<file path="src/rtl/sddr_init_seq_if.sv">
// sddr_init_seq_if: register bus between a controller (master) and sddr_init_seq (slave)
// Ports (signals):
//   ctrl_cmd_valid/ctrl_cmd_write/ctrl_cmd_address/ctrl_cmd_data : request, driven by master
//   ctrl_cmd_ack/ctrl_rsp_ready/ctrl_rsp_data                     : response, driven by slave
interface sddr_init_seq_if;
    logic        ctrl_cmd_valid;
    logic        ctrl_cmd_write;
    logic [15:0] ctrl_cmd_address;
    logic [31:0] ctrl_cmd_data;
    logic        ctrl_cmd_ack;
    logic        ctrl_rsp_ready;
    logic [31:0] ctrl_rsp_data;
    modport master (
        output ctrl_cmd_valid, ctrl_cmd_write, ctrl_cmd_address, ctrl_cmd_data,
        input  ctrl_cmd_ack, ctrl_rsp_ready, ctrl_rsp_data
    );
    modport slave (
        input  ctrl_cmd_valid, ctrl_cmd_write, ctrl_cmd_address, ctrl_cmd_data,
        output ctrl_cmd_ack, ctrl_rsp_ready, ctrl_rsp_data
    );
endinterface

</file>
<file path="src/rtl/sddr_init_seq.sv">
// sddr_init_seq: DDR3 power-up / mode-register / ZQ calibration sequencer with a register bus
// Ports:
//   cpu_clock_i, reset_i    : clock and synchronous active-high reset
//   bus (slave modport)     : register bus (CTRL 0x0, MR0..MR3 0x1..0x4, STATUS 0x10)
//   ddr_reset_n_o, ddr_phy_reset_n_o, ddr3_cke_o, ddr3_odt_o : DDR3 reset/clock-enable/ODT pins
//   ddr3_ras_n_o, ddr3_cas_n_o, ddr3_we_n_o, ddr3_ba_o, ddr3_addr_o : DDR3 command pins
//   init_done_o             : high in DONE and REFRESH
// Optional feature: define SDDR_AUTO_REFRESH_EN to issue periodic REF commands from DONE.
module sddr_init_seq #(
    parameter int BANK_BITS = 3,
    parameter int ADDR_BITS = 14,
    parameter int T_RESET   = 40000,
    parameter int T_CKE     = 100000,
    parameter int T_XPR     = 54,
    parameter int T_MRD     = 4,
    parameter int T_MOD     = 12,
    parameter int T_ZQINIT  = 512,
    parameter int T_REFI    = 1560,
    parameter int T_RFC     = 44
) (
    input  logic                 cpu_clock_i,
    input  logic                 reset_i,
    sddr_init_seq_if.slave       bus,
    output logic                 ddr_reset_n_o,
    output logic                 ddr_phy_reset_n_o,
    output logic                 ddr3_cke_o,
    output logic                 ddr3_odt_o,
    output logic                 ddr3_ras_n_o,
    output logic                 ddr3_cas_n_o,
    output logic                 ddr3_we_n_o,
    output logic [BANK_BITS-1:0] ddr3_ba_o,
    output logic [ADDR_BITS-1:0] ddr3_addr_o,
    output logic                 init_done_o
);
    function automatic int maxi(int a, int b);
        return a > b ? a : b;
    endfunction
    localparam int T_MAX = maxi(maxi(maxi(T_RESET, T_CKE), maxi(T_XPR, T_MRD)),
                                maxi(maxi(T_MOD, T_ZQINIT), maxi(T_REFI, T_RFC)));
    localparam int CW = $clog2(T_MAX) + 1;
    localparam logic [ADDR_BITS-1:0] ZQ_ADDR = ADDR_BITS'(1024);
    typedef enum logic [2:0] {
        IDLE = 3'd0, RST_HOLD = 3'd1, CKE_WAIT = 3'd2, XPR_WAIT = 3'd3,
        MRS = 3'd4, ZQCL = 3'd5, DONE = 3'd6, REFRESH = 3'd7
    } state_t;
    state_t               state;
    logic [CW-1:0]        cnt;
    logic [1:0]           mrs_idx;
    logic [ADDR_BITS-1:0] mr [4];
    logic                 wr, rd, start, abort, mr_hit;
    logic [1:0]           mr_sel, mrs_next, mrs_bank;
    logic [31:0]          rd_val;
    logic                 unused_data;
    assign bus.ctrl_cmd_ack = 1'b1;
    assign ddr3_odt_o       = 1'b0;
    assign unused_data      = ^bus.ctrl_cmd_data[31:ADDR_BITS];
    always_comb begin
        wr       = bus.ctrl_cmd_valid & bus.ctrl_cmd_write;
        rd       = bus.ctrl_cmd_valid & ~bus.ctrl_cmd_write;
        start    = wr && bus.ctrl_cmd_address == 16'h0000 && bus.ctrl_cmd_data[0];
        abort    = wr && bus.ctrl_cmd_address == 16'h0000 && bus.ctrl_cmd_data[1];
        mr_hit   = bus.ctrl_cmd_address >= 16'h0001 && bus.ctrl_cmd_address <= 16'h0004;
        mr_sel   = bus.ctrl_cmd_address[1:0] - 2'd1;
        // slot of the next MRS command; issue order is MR2, MR3, MR1, MR0
        mrs_next = state == MRS ? mrs_idx + 2'd1 : 2'd0;
        mrs_bank = mrs_next[1] ? {1'b0, ~mrs_next[0]} : {1'b1, mrs_next[0]};
        rd_val   = bus.ctrl_cmd_address == 16'h0010 ? {23'd0, init_done_o, 4'd0, 1'b0, state} :
                   mr_hit ? 32'(mr[mr_sel]) : 32'd0;
    end
    always_ff @(posedge cpu_clock_i) begin
        if (reset_i) begin
            state             <= IDLE;
            cnt               <= '0;
            mrs_idx           <= 2'd0;
            mr                <= '{default: '0};
            ddr_reset_n_o     <= 1'b0;
            ddr_phy_reset_n_o <= 1'b0;
            ddr3_cke_o        <= 1'b0;
            {ddr3_ras_n_o, ddr3_cas_n_o, ddr3_we_n_o} <= 3'b111;
            ddr3_ba_o         <= '0;
            ddr3_addr_o       <= '0;
            init_done_o       <= 1'b0;
            bus.ctrl_rsp_ready <= 1'b0;
            bus.ctrl_rsp_data  <= '0;
        end else begin
            bus.ctrl_rsp_ready <= rd;
            bus.ctrl_rsp_data  <= rd ? rd_val : 32'd0;
            if (wr && mr_hit)
                mr[mr_sel] <= bus.ctrl_cmd_data[ADDR_BITS-1:0];
            // every cycle is a NOP unless a command is issued below
            {ddr3_ras_n_o, ddr3_cas_n_o, ddr3_we_n_o} <= 3'b111;
            ddr3_ba_o   <= '0;
            ddr3_addr_o <= '0;
            if (abort) begin
                state             <= IDLE;
                cnt               <= '0;
                mrs_idx           <= 2'd0;
                ddr_reset_n_o     <= 1'b0;
                ddr_phy_reset_n_o <= 1'b0;
                ddr3_cke_o        <= 1'b0;
                init_done_o       <= 1'b0;
            end else begin
                case (state)
                    IDLE: if (start) begin
                        state             <= RST_HOLD;
                        ddr_phy_reset_n_o <= 1'b1;
                        cnt               <= CW'(T_RESET - 1);
                    end
                    RST_HOLD: if (cnt == '0) begin
                        state         <= CKE_WAIT;
                        ddr_reset_n_o <= 1'b1;
                        cnt           <= CW'(T_CKE - 1);
                    end else cnt <= cnt - CW'(1);
                    CKE_WAIT: if (cnt == '0) begin
                        state      <= XPR_WAIT;
                        ddr3_cke_o <= 1'b1;
                        cnt        <= CW'(T_XPR - 1);
                    end else cnt <= cnt - CW'(1);
                    XPR_WAIT: if (cnt == '0) begin
                        state   <= MRS;
                        mrs_idx <= 2'd0;
                        {ddr3_ras_n_o, ddr3_cas_n_o, ddr3_we_n_o} <= 3'b000;
                        ddr3_ba_o   <= BANK_BITS'(mrs_bank);
                        ddr3_addr_o <= mr[mrs_bank];
                        cnt         <= CW'(T_MRD - 1);
                    end else cnt <= cnt - CW'(1);
                    MRS: if (cnt == '0) begin
                        if (mrs_idx == 2'd3) begin
                            state <= ZQCL;
                            {ddr3_ras_n_o, ddr3_cas_n_o, ddr3_we_n_o} <= 3'b110;
                            ddr3_addr_o <= ZQ_ADDR;
                            cnt         <= CW'(T_ZQINIT - 1);
                        end else begin
                            mrs_idx <= mrs_next;
                            {ddr3_ras_n_o, ddr3_cas_n_o, ddr3_we_n_o} <= 3'b000;
                            ddr3_ba_o   <= BANK_BITS'(mrs_bank);
                            ddr3_addr_o <= mr[mrs_bank];
                            // MR0 (last slot) needs tMOD before the next command
                            cnt <= mrs_idx == 2'd2 ? CW'(T_MOD - 1) : CW'(T_MRD - 1);
                        end
                    end else cnt <= cnt - CW'(1);
                    ZQCL: if (cnt == '0) begin
                        state       <= DONE;
                        init_done_o <= 1'b1;
`ifdef SDDR_AUTO_REFRESH_EN
                        cnt         <= CW'(T_REFI - 1);
`else
                        cnt         <= '0;
`endif
                    end else cnt <= cnt - CW'(1);
`ifdef SDDR_AUTO_REFRESH_EN
                    DONE: if (cnt == '0) begin
                        state <= REFRESH;
                        {ddr3_ras_n_o, ddr3_cas_n_o, ddr3_we_n_o} <= 3'b001;
                        cnt   <= CW'(T_RFC - 1);
                    end else cnt <= cnt - CW'(1);
                    REFRESH: if (cnt == '0) begin
                        state <= DONE;
                        cnt   <= CW'(T_REFI - 1);
                    end else cnt <= cnt - CW'(1);
`else
                    DONE, REFRESH: ;
`endif
                    default: ;
                endcase
            end
        end
    end
endmodule
</file>
<file path="src/flat_wrapper.sv">
// flat-port wrapper written by rule: the top's interface ports become plain ports
module sddr_init_seq_flat 
#(
    parameter int BANK_BITS = 3,
    parameter int ADDR_BITS = 14,
    parameter int T_RESET   = 40000,
    parameter int T_CKE     = 100000,
    parameter int T_XPR     = 54,
    parameter int T_MRD     = 4,
    parameter int T_MOD     = 12,
    parameter int T_ZQINIT  = 512,
    parameter int T_REFI    = 1560,
    parameter int T_RFC     = 44
)
  (cpu_clock_i, reset_i, ddr_reset_n_o, ddr_phy_reset_n_o, ddr3_cke_o, ddr3_odt_o, ddr3_ras_n_o, ddr3_cas_n_o, ddr3_we_n_o, ddr3_ba_o, ddr3_addr_o, init_done_o, bus_ctrl_cmd_valid, bus_ctrl_cmd_write, bus_ctrl_cmd_address, bus_ctrl_cmd_data, bus_ctrl_cmd_ack, bus_ctrl_rsp_ready, bus_ctrl_rsp_data);
  sddr_init_seq_if bus_i ();
  input  logic cpu_clock_i;
  input  logic reset_i;
  output logic ddr_reset_n_o;
  output logic ddr_phy_reset_n_o;
  output logic ddr3_cke_o;
  output logic ddr3_odt_o;
  output logic ddr3_ras_n_o;
  output logic ddr3_cas_n_o;
  output logic ddr3_we_n_o;
  output logic [BANK_BITS-1:0] ddr3_ba_o;
  output logic [ADDR_BITS-1:0] ddr3_addr_o;
  output logic init_done_o;
  input wire logic [$bits(bus_i.ctrl_cmd_valid)-1:0] bus_ctrl_cmd_valid;
  input wire logic [$bits(bus_i.ctrl_cmd_write)-1:0] bus_ctrl_cmd_write;
  input wire logic [$bits(bus_i.ctrl_cmd_address)-1:0] bus_ctrl_cmd_address;
  input wire logic [$bits(bus_i.ctrl_cmd_data)-1:0] bus_ctrl_cmd_data;
  output wire logic [$bits(bus_i.ctrl_cmd_ack)-1:0] bus_ctrl_cmd_ack;
  output wire logic [$bits(bus_i.ctrl_rsp_ready)-1:0] bus_ctrl_rsp_ready;
  output wire logic [$bits(bus_i.ctrl_rsp_data)-1:0] bus_ctrl_rsp_data;
  assign bus_i.ctrl_cmd_valid = bus_ctrl_cmd_valid;
  assign bus_i.ctrl_cmd_write = bus_ctrl_cmd_write;
  assign bus_i.ctrl_cmd_address = bus_ctrl_cmd_address;
  assign bus_i.ctrl_cmd_data = bus_ctrl_cmd_data;
  assign bus_ctrl_cmd_ack = bus_i.ctrl_cmd_ack;
  assign bus_ctrl_rsp_ready = bus_i.ctrl_rsp_ready;
  assign bus_ctrl_rsp_data = bus_i.ctrl_rsp_data;
  sddr_init_seq #(.BANK_BITS(BANK_BITS), .ADDR_BITS(ADDR_BITS), .T_RESET(T_RESET), .T_CKE(T_CKE), .T_XPR(T_XPR), .T_MRD(T_MRD), .T_MOD(T_MOD), .T_ZQINIT(T_ZQINIT), .T_REFI(T_REFI), .T_RFC(T_RFC)) u_core (.cpu_clock_i(cpu_clock_i), .reset_i(reset_i), .bus(bus_i), .ddr_reset_n_o(ddr_reset_n_o), .ddr_phy_reset_n_o(ddr_phy_reset_n_o), .ddr3_cke_o(ddr3_cke_o), .ddr3_odt_o(ddr3_odt_o), .ddr3_ras_n_o(ddr3_ras_n_o), .ddr3_cas_n_o(ddr3_cas_n_o), .ddr3_we_n_o(ddr3_we_n_o), .ddr3_ba_o(ddr3_ba_o), .ddr3_addr_o(ddr3_addr_o), .init_done_o(init_done_o));
endmodule
</file>
<file path="config.mk">
export PLATFORM = sky130hd
export DESIGN_NAME = sddr_init_seq_flat
export DESIGN_NICKNAME = d
export VERILOG_FILES = /design/src/rtl/sddr_init_seq_if.sv /design/src/rtl/sddr_init_seq.sv /design/src/flat_wrapper.sv
export SDC_FILE = /design/constraint.sdc
export NUM_CORES = 1
export LEC_CHECK = 0
export BUFFER_PORTS_ARGS = -buffer_cell sky130_fd_sc_hd__buf_4
export CAP_MARGIN = 20
export CORE_ASPECT_RATIO = 2
export CORE_UTILIZATION = 40
export CTS_CLUSTER_DIAMETER = 120
export DETAILED_ROUTE_END_ITERATION = 10
export PLACE_DENSITY_LB_ADDON = 0.2
export SYNTH_ARGS = -nofsm -noshare
export SYNTH_HDL_FRONTEND = slang
export SYNTH_SLANG_ARGS = --single-unit
export TNS_END_PERCENT = 50
</file>
<file path="constraint.sdc">
create_clock -name cpu_clock_i -period 4.4 [get_ports cpu_clock_i]
set_input_delay 0.88 -clock cpu_clock_i [delete_from_list [all_inputs] [get_ports cpu_clock_i]]
set_output_delay 0.88 -clock cpu_clock_i [all_outputs]
set_load 0.05 [all_outputs]
</file>
Word-level counts from Yosys, hierarchy flattened
Cells that the tools add are included.
Storage, ports and cells
  logic and storage cells: 122
  output and inout port bits: 59
  bits of input ports: 52
  flip-flop bits (word level): 135
Operators by class
  order comparisons: 5
  bitwise gates (word level): 9
  eq/ne operators: 16
  reductions and logical operators: 24
  add/sub/neg operators: 3
  muxes and demuxes: 46
Operator list (number)
  18-bit 2-to-1 mux: 7
  14-bit 2-to-1 mux: 8
  18-bit case mux with 6 select lines: 1
  14-bit binary-select mux with 2-bit select: 2
  56-bit bitwise mux: 1
  14-bit demux with 2-bit select: 1
  14-bit case mux with 2 select lines: 1
  3-bit 2-to-1 mux: 8
  18-bit logical NOT: 1
  9-bit 2-to-1 mux: 2
  3-bit case mux with 6 select lines: 1
  18-bit by 1-bit subtractor with 18-bit output, second input constant: 1
  16-bit by 5-bit == test with 1-bit output, second input constant: 1
  16-bit by 1-bit greater-or-equal comparator with 1-bit output, second input constant: 1
  16-bit by 3-bit less-or-equal comparator with 1-bit output, second input constant: 1
  16-bit logical NOT: 1
  2-bit 2-to-1 mux: 7
  2-bit by 1-bit inequality test with 1-bit output, second input constant: 5
  2-bit AND reduction: 5
  8-bit AND reduction: 1
  3-bit by 2-bit == test with 1-bit output, second input constant: 2
  3-bit == test, second input constant: 2
  3-bit greater-or-equal comparator, second input constant: 2
  1-bit logical AND: 6
  other kinds (21): 35

Depth between registers and ports, before layout
Gate-level depths: netlist of the first run.
  depth after elaboration: 11
  mapped depth: 10
  depth with buffers taken out: 7

Least setup slack after synthesis of the first run
No wires, ideal clock.
  path type: in2reg
  start: in bus_ctrl_cmd_address[0]
  end: reg u_core.bus.ctrl_rsp_data[0]
  buffers on the path: 4
  data required time: 4.283 ns
  arrival: 3.422 ns
  setup time: 0.117 ns
  stages: 9
  path slack: 0.862 ns
  cell sequence: clkbuf_1 clkbuf_1 inv_1 ha_1 clkbuf_1 clkbuf_1 mux4_2 a22oi_1 nor2_1
Between the ends
  cells in the longest elaborated chain, start to end: 7
  elaborated cells between the ends (all ways): 11
  those cells by class: 1 x add/sub; 2 x order compare; 1 x eq/ne; 5 x mux; 1 x bitwise; 1 x reduce/logical
Ends and longest elaborated chain
  from (decl): RTL line flat_wrapper.sv:31  | input wire logic [$bits(bus_i.ctrl_cmd_address)-1:0] bus_ctrl_cmd_address;
  2-bit by 1-bit subtractor with 2-bit output: RTL line sddr_init_seq.sv:63  | mr_sel = bus.ctrl_cmd_address[1:0] - 2'd1;
  2-bit inverter with 3-bit output (implied by the code): RTL line sddr_init_seq.sv:68  | mr_hit ? 32'(mr[mr_sel]) : 32'd0;
  14-bit binary-select mux with 2-bit select: RTL line sddr_init_seq.sv:68
  14-bit 2-to-1 mux (implied by the code) (2 in series): RTL line sddr_init_seq.sv:68
  9-bit 2-to-1 mux: RTL line sddr_init_seq.sv:68
  9-bit 2-to-1 mux *: RTL line sddr_init_seq.sv:67  | rd_val = bus.ctrl_cmd_address == 16'h0010 ? {23'd0, init_done_o, 4'd0, 1'b0, state} :
  to (signal assigned): RTL line sddr_init_seq.sv:87  | bus.ctrl_rsp_data <= rd ? rd_val : 32'd0;
  to (decl): RTL line sddr_init_seq_if.sv:19  | output ctrl_cmd_ack, ctrl_rsp_ready, ctrl_rsp_data
Mark *: on every way between the ends. The rest lies on a longest branch, timed or not. The select of a mux whose other input is x is not followed.
A chain may end at the register's enable or synchronous reset.

Final worst setup path of the first run
  start: reg u_core.cnt[8]
  end: reg u_core.cnt[5]
Between the ends
  cells in the longest elaborated chain, start to end: 3
  elaborated cells between the ends (all ways): 7
  those cells by class: 6 x mux; 1 x reduce/logical
Ends and longest elaborated chain
  from (decl): RTL line sddr_init_seq.sv:47  | logic [CW-1:0] cnt;
  from (signal assigned): RTL line sddr_init_seq.sv:107  | cnt <= CW'(T_RESET - 1);
  from (signal assigned): RTL line sddr_init_seq.sv:112  | cnt <= CW'(T_CKE - 1);
  from (signal assigned): RTL line sddr_init_seq.sv:113  | end else cnt <= cnt - CW'(1);
  18-bit logical NOT *
  18-bit 2-to-1 mux (on tied branches)
  18-bit case mux with 6 select lines *: RTL line sddr_init_seq.sv:103  | case (state)
Mark *: on every way between the ends. The rest lies on a longest branch, timed or not.

==> results of run 1 <==
## cell usage after synthesis, types with 4 or more instances
library cell  count
ha_1              9
nor3_1            7
nand4_1           6
clkbuf_1         35
o21ai_0           9
a221oi_1         14
nand3_1          19
a21oi_1          18
mux2i_1          72
a31oi_1          17
a211oi_1          9
dfxtp_1         116
nor3b_1           4
xnor2_1           4
nand2_1          16
o211ai_1          4
buf_4            22
nor2_1           86
and3_1           14
buf_2             7
or3_1             6
or4_1             7
a22oi_1           5
nor4_1            4
mux4_2           14
inv_1            14
a211oi_2          7
## logic make-up (layout without fill, tap and decap cells)
logic type / after synthesis / after routing / synth area share (%)
AOI/OAI and AO/OA: 114 / 114 / 15.2
xor gates and xnor gates: 6 / 6 / 0.912
adders and majority gates: 9 / 9 / 1.96
buffers and inverters: 81 / 127 / 7.13
DFF: 116 / 116 / 40.3
muxes: 88 / 88 / 18.4
other: 2 / 21 / 0.130
and+or+nand+nor: 186 / 186 / 16.0
## routing by layer
layer / part of all wire (%) / vias up / global-route usage, %
li1: - / 2288 / -
met1: 36 / 2448 / 22.7
met2: 56 / 181 / 42.2
met3: 4.4 / 46 / 4.46
met4: 3.7 / 0 / 13.8
met5: 0 / - / 0
## per-stage QoR
| stage | util, % | hold slack [ns] | setup slack (ns) |
|---|---|---|---|
| after global routing | 49.8 | 0.470 | 1.40 |
| after CTS | 49.8 | 0.448 | 1.52 |
| after global placement | 45.3 | 0.441 | 1.26 |
| after floorplan | - | 0.445 | 0.862 |
| final | 49.8 | 0.443 | 1.50 |
| after detailed placement | 45.3 | 0.439 | 1.20 |
## area by class of cell
cell class	instances	area, um^2	share of cell area [%]
inverters	14	52.6	0.755
clock buffers	17	425	6.11
clock inverters	14	203	2.91
repair buffers	82	616	8.84
flip-flops and latches	116	2320	33.4
well taps	189	236	3.40
multi-input cells	424	3110	44.6
## registers in the layout, indices dropped and copies added, names as in the netlist
signal / count
u_core.bus.ctrl_rsp_data: 14
u_core.bus.ctrl_rsp_ready: 1
u_core.cnt: 18
u_core.ddr3_addr_o: 14
u_core.ddr3_ba_o: 2
u_core.ddr3_cke_o: 1
u_core.ddr3_ras_n_o: 1
u_core.ddr3_we_n_o: 1
u_core.ddr_phy_reset_n_o: 1
u_core.ddr_reset_n_o: 1
u_core.init_done_o: 1
u_core.mr: 56
u_core.mrs_idx: 2
u_core.state: 3
## power by group through the flow
stage	sequential (mW)	clock, mW	combinational, mW
floorplan	1.10	0	0.403
finish	1.09	1.47	0.542
global placement	1.11	0	0.522
global route	1.09	1.54	0.580
detailed placement	1.11	0	0.530
CTS	1.09	1.49	0.530
## critical path: cells and delay by family (launching register included)
kind	cells	cell delay [ns]
AOI/OAI and AO/OA	2	0.51
and+or+nand+nor	3	1.91
DFF	1	0.38
## path summary, 6_finish.rpt
check / startpoint / to / slack, ns
worst max-delay path: u_core.cnt[8] / u_core.cnt[5] / 1.50
worst min-delay path: u_core.ddr_phy_reset_n_o / u_core.ddr_phy_reset_n_o / 0.44
worst max register to register: u_core.cnt[8] / u_core.cnt[5] / 1.50
worst min register to register: u_core.ddr_phy_reset_n_o / u_core.ddr_phy_reset_n_o / 0.44
==> impl_metrics.toml, run 1 <==
[status]
outcome = "complete, no violations"

[critical_path]
required_ns = 4.70
crit_chain = "or4_1 > or4_4 > nor2_2 > o22ai_1 > o221a_2"
path_class = "register to register"
cpPeakStageDelay_ns = 0.68
cp_slowest_cell = "or4_1"
crit_path_end_kind = "register"
arrival_ns = 3.20
crit_fanout = 15
reg2reg_depth = 5
worstSetupStartpointType = "register"

[synth]
synth-seq-cells = 116
synth_edf_count = 0
yosysWarnings = 0
synth.avg_cell_area_um2 = 9.57
synthCells = 602
ys.flop_type = "dfxtp_1"
async_flop_share_pct = 0
syn_area_um2 = 5760
yosysSeqAreaShare_pct = 40.3
netlist.top_cell.by_area = "dfxtp_1"
ys_types = 60
synth.top_cell.area_share_pct = 40.3
synthTopCellsByArea = "dfxtp_1 (40%), mux2i_1 (13%), nor2_1 (5.6%)"

[floorplanning]
core_area_um2 = 14000
die_h_um = 172
num_rows = 61
initial_utilization_pct = 41.2
die_area_um2 = 14900
die_x_um = 86.8
io_pins = 111

[routing]
wl_per_cell_um = 19.0
wl_mm = 16.2
first_iter_violations = 276
drc = 0
vias = 4963
ant_nets = 0
dr.pass1.iters = 4
vias_per_cell = 5.80

[finish]
layout-area-overhead-vs-synth_pct = 20.9
nFillCells = 1349
final_cell_mix = "dfxtp_1 (116), nor2_1 (85), buf_4 (82)"
final_nets = 716
instances_no_fill = 856
layout_commonest_cell = "dfxtp_1"
antennaDiodeCount = 0
final_area_um2 = 6960
drive_above_1_share_pct = 23.1

[timing]
fin_crit_sh_pct = 65.9
worst_slew_pin_slew_ns = 1.00
setup_viol = 0
final_max_slew_viol_count = 0
slew_headroom_pct = 32.6
rsz0062_at_grt = "no"
skew_ns = 0.0114
max_freq_mhz = 345
hold_violations = 0
period_minus_slack_ns = 2.90
setup_tns_ns = 0

[clocking]
path_clk_slew_ns = 0.06
clkLatencyLatePin_ns = 0.41
htreeDepth = 4
postCtsSetupRepairBufs = 0
clock-sinks = 116
post_cts_resize_count = 0
cts_tree = "built"
ctsHoldBuffers = 0
cts_buffer_depth = 2
numCtsBuffers = 17
root_buffer = "clkbuf_16"

[pwr]
total_power_mw = 3.10
p_int_mw = 2.17
p_comb_share_pct = 17.5
max-vdd-ir-drop_uv = 321
pwr-share-clk_pct = 47.3
p_leak_nw = 3.10
switching_share_pct = 29.9
powerDensity_nw_per_um2 = 445
power.switching_mw = 0.928
seqPwrFrac_pct = 35.2

[grt]
grt_pass1_wl_mm = 25.7
grt_usage_pct = 22.7
overflow = 0
grt_pass1_vias = 5085
antenna_found_initial = 0
grt_max_degree = 60

[hold_path]
holdPathStages = 2
hp-class = "register to register"

[place]
place_area_um2 = 6330
place_congestion = 0.921
dp_hpwl_mm = 11.4
placement.io_buffers = 71
place_inst = 825

[run]
cap_violations = 0
(Power assumes the default switching activity.)
==> inputs of run 2 (changes only) <==
Clock period 4.4 ns to 2.4 ns, I/O delays scaled along.
==> run 2 against run 1 <==
Compared with the run above: clock power grew 71%; sequential power grew 82%; clock skew is essentially flat; register-to-register slack lost 1.4 ns; non-clock buffer count grew 49; final cell count grew 5.7%; flip-flop and latch count is the same; first-iteration DRC count shrank 1.1%; global-route usage grew 1.1 points; combinational power grew 140%; cell area grew 6.3%; routed wire length grew 5.3%; critical endpoint is now u_core.ddr3_addr_o[3].
==> impl_metrics.toml, run 2 (synthesis gave the netlist of run 1 again) <==
[routing]
wl_per_cell_um = 18.9
first_iter_violations = 273
vias_per_cell = 5.65
ant_nets = 0
drc = 0
wl_mm = 17.1
vias = 5114
dr.pass1.iters = 5

[grt]
grt_pass1_vias = 5309
antenna_found_initial = 0
grt_usage_pct = 23.9
overflow = 0
grt_pass1_wl_mm = 26.6
grt_max_degree = 51

[pwr]
max-vdd-ir-drop_uv = 581
p_leak_nw = 3.38
powerDensity_nw_per_um2 = 780

[clocking]
htreeDepth = 4
cts_buffer_depth = 2
root_buffer = "clkbuf_16"
cts_tree = "built"
clock-sinks = 116
clkLatencyLatePin_ns = 0.41
ctsHoldBuffers = 0
numCtsBuffers = 17
path_clk_slew_ns = 0.06

[critical_path]
worstSetupStartpointType = "register"
r2r_slack_ns = 0.10
path_class = "register to register"
crit_path_end_kind = "register"
reg2reg_depth = 6
arrival_ns = 2.61
crit_fanout = 4
required_ns = 2.71

[timing]
whs_ns = 0.330
period_minus_slack_ns = 2.30
hold_violations = 0
fin_crit_sh_pct = 95.7
worst_slew_pin_slew_ns = 0.524
skew_ns = 0.0112
final_max_slew_viol_count = 0
rsz0062_at_grt = "yes"
max_freq_mhz = 435
setup_viol = 0
slew_headroom_pct = 65.1

[place]
dp_hpwl_mm = 12.6
place_inst = 874
place_congestion = 0.931
placement.io_buffers = 71

[finish]
seq_area_um2 = 2320
layout-area-overhead-vs-synth_pct = 28.5
largestRegisters = "u_core.mr x56, u_core.cnt x18"
final_cell_mix = "buf_4 (123), dfxtp_1 (116), nor2_1 (85)"
drive_above_1_share_pct = 28.6
layout_commonest_cell = "buf_4"
antennaDiodeCount = 0
instances_no_fill = 905
top_register = "u_core.mr"
multi_input_area_um2 = 3120
largest_reg_flops = 56
final_nets = 765
nFillCells = 1297

[hold_path]
hp-class = "input port to register"
holdPathStages = 3

[floorplanning]
initial_utilization_pct = 41.2
die_h_um = 172
die_area_um2 = 14900
core_area_um2 = 14000
io_pins = 111
die_x_um = 86.8
num_rows = 61

[run]
cap_violations = 0

[status]
outcome = "complete, no violations"
## run 2: stage by stage
stage | power, mW | area (um^2) | util (%) | setup WS, ns | setup TNS [ns]
3_3_place_gp | 3.27 | 6810 | 48.7 | -0.0894 | -0.265
6_report | 5.78 | 7400 | 53.0 | 0.102 | 0
4_1_cts | 5.80 | 7400 | 53.0 | 0.0378 | 0
5_1_grt | 5.96 | 7400 | 53.0 | -0.00394 | -0.00417
2_1_floorplan | 2.77 | 5860 | - | -0.0477 | -0.134
3_5_place_dp | 3.28 | 6810 | 48.7 | -0.0707 | -0.219
## run 2: what timing repair did
action	4_1_cts	5_1_grt
resized for setup	0	1
pin swaps	2	0
hold endpoints to repair	0	0
setup buffers	0	0
setup endpoints to repair	4	3
## run 2: power by group
group	switching (mW)	internal (mW)	leakage [nW]
Combinational	0.784	0.493	2.17
Sequential	0.0242	1.95	0.934
Clock	0.957	1.56	0.280
## run 2: cell type report
class | instances | share of cell area, %
multi-input combinational | 424 | 42.1
sequential | 116 | 31.4
timing repair buffer | 131 | 14.6
clock buffer | 18 | 5.93
tap | 189 | 3.20
clock inverter | 13 | 2.01
inverter | 14 | 0.710
## run 2: worst paths after layout
kind,from,endpoint
min reg2reg,u_core.ddr_phy_reset_n_o,u_core.ddr_phy_reset_n_o
max,u_core.cnt[8],u_core.ddr3_addr_o[3]
min,bus_ctrl_cmd_data[12],u_core.mr[26]
max reg2reg,u_core.cnt[8],u_core.ddr3_addr_o[3]
## run 2: critical path, cell delays in order, from the launching register on
cell and delay [ns]:
dfxtp_1 0.31, or4_1 0.58, or4_4 0.58, nor3_4 0.20, nand2_2 0.15, buf_4 0.18, a211oi_1 0.20
## run 2: layer usage
| layer | vias to the layer above | track usage (%) | routed length (um) |
|---|---|---|---|
| li1 | 2385 | - | - |
| met1 | 2489 | 21.7 | 5850 |
| met2 | 173 | 46.4 | 9700 |
| met3 | 67 | 3.93 | 609 |
| met4 | 0 | 16.4 | 940 |
| met5 | - | 0 | 0 |
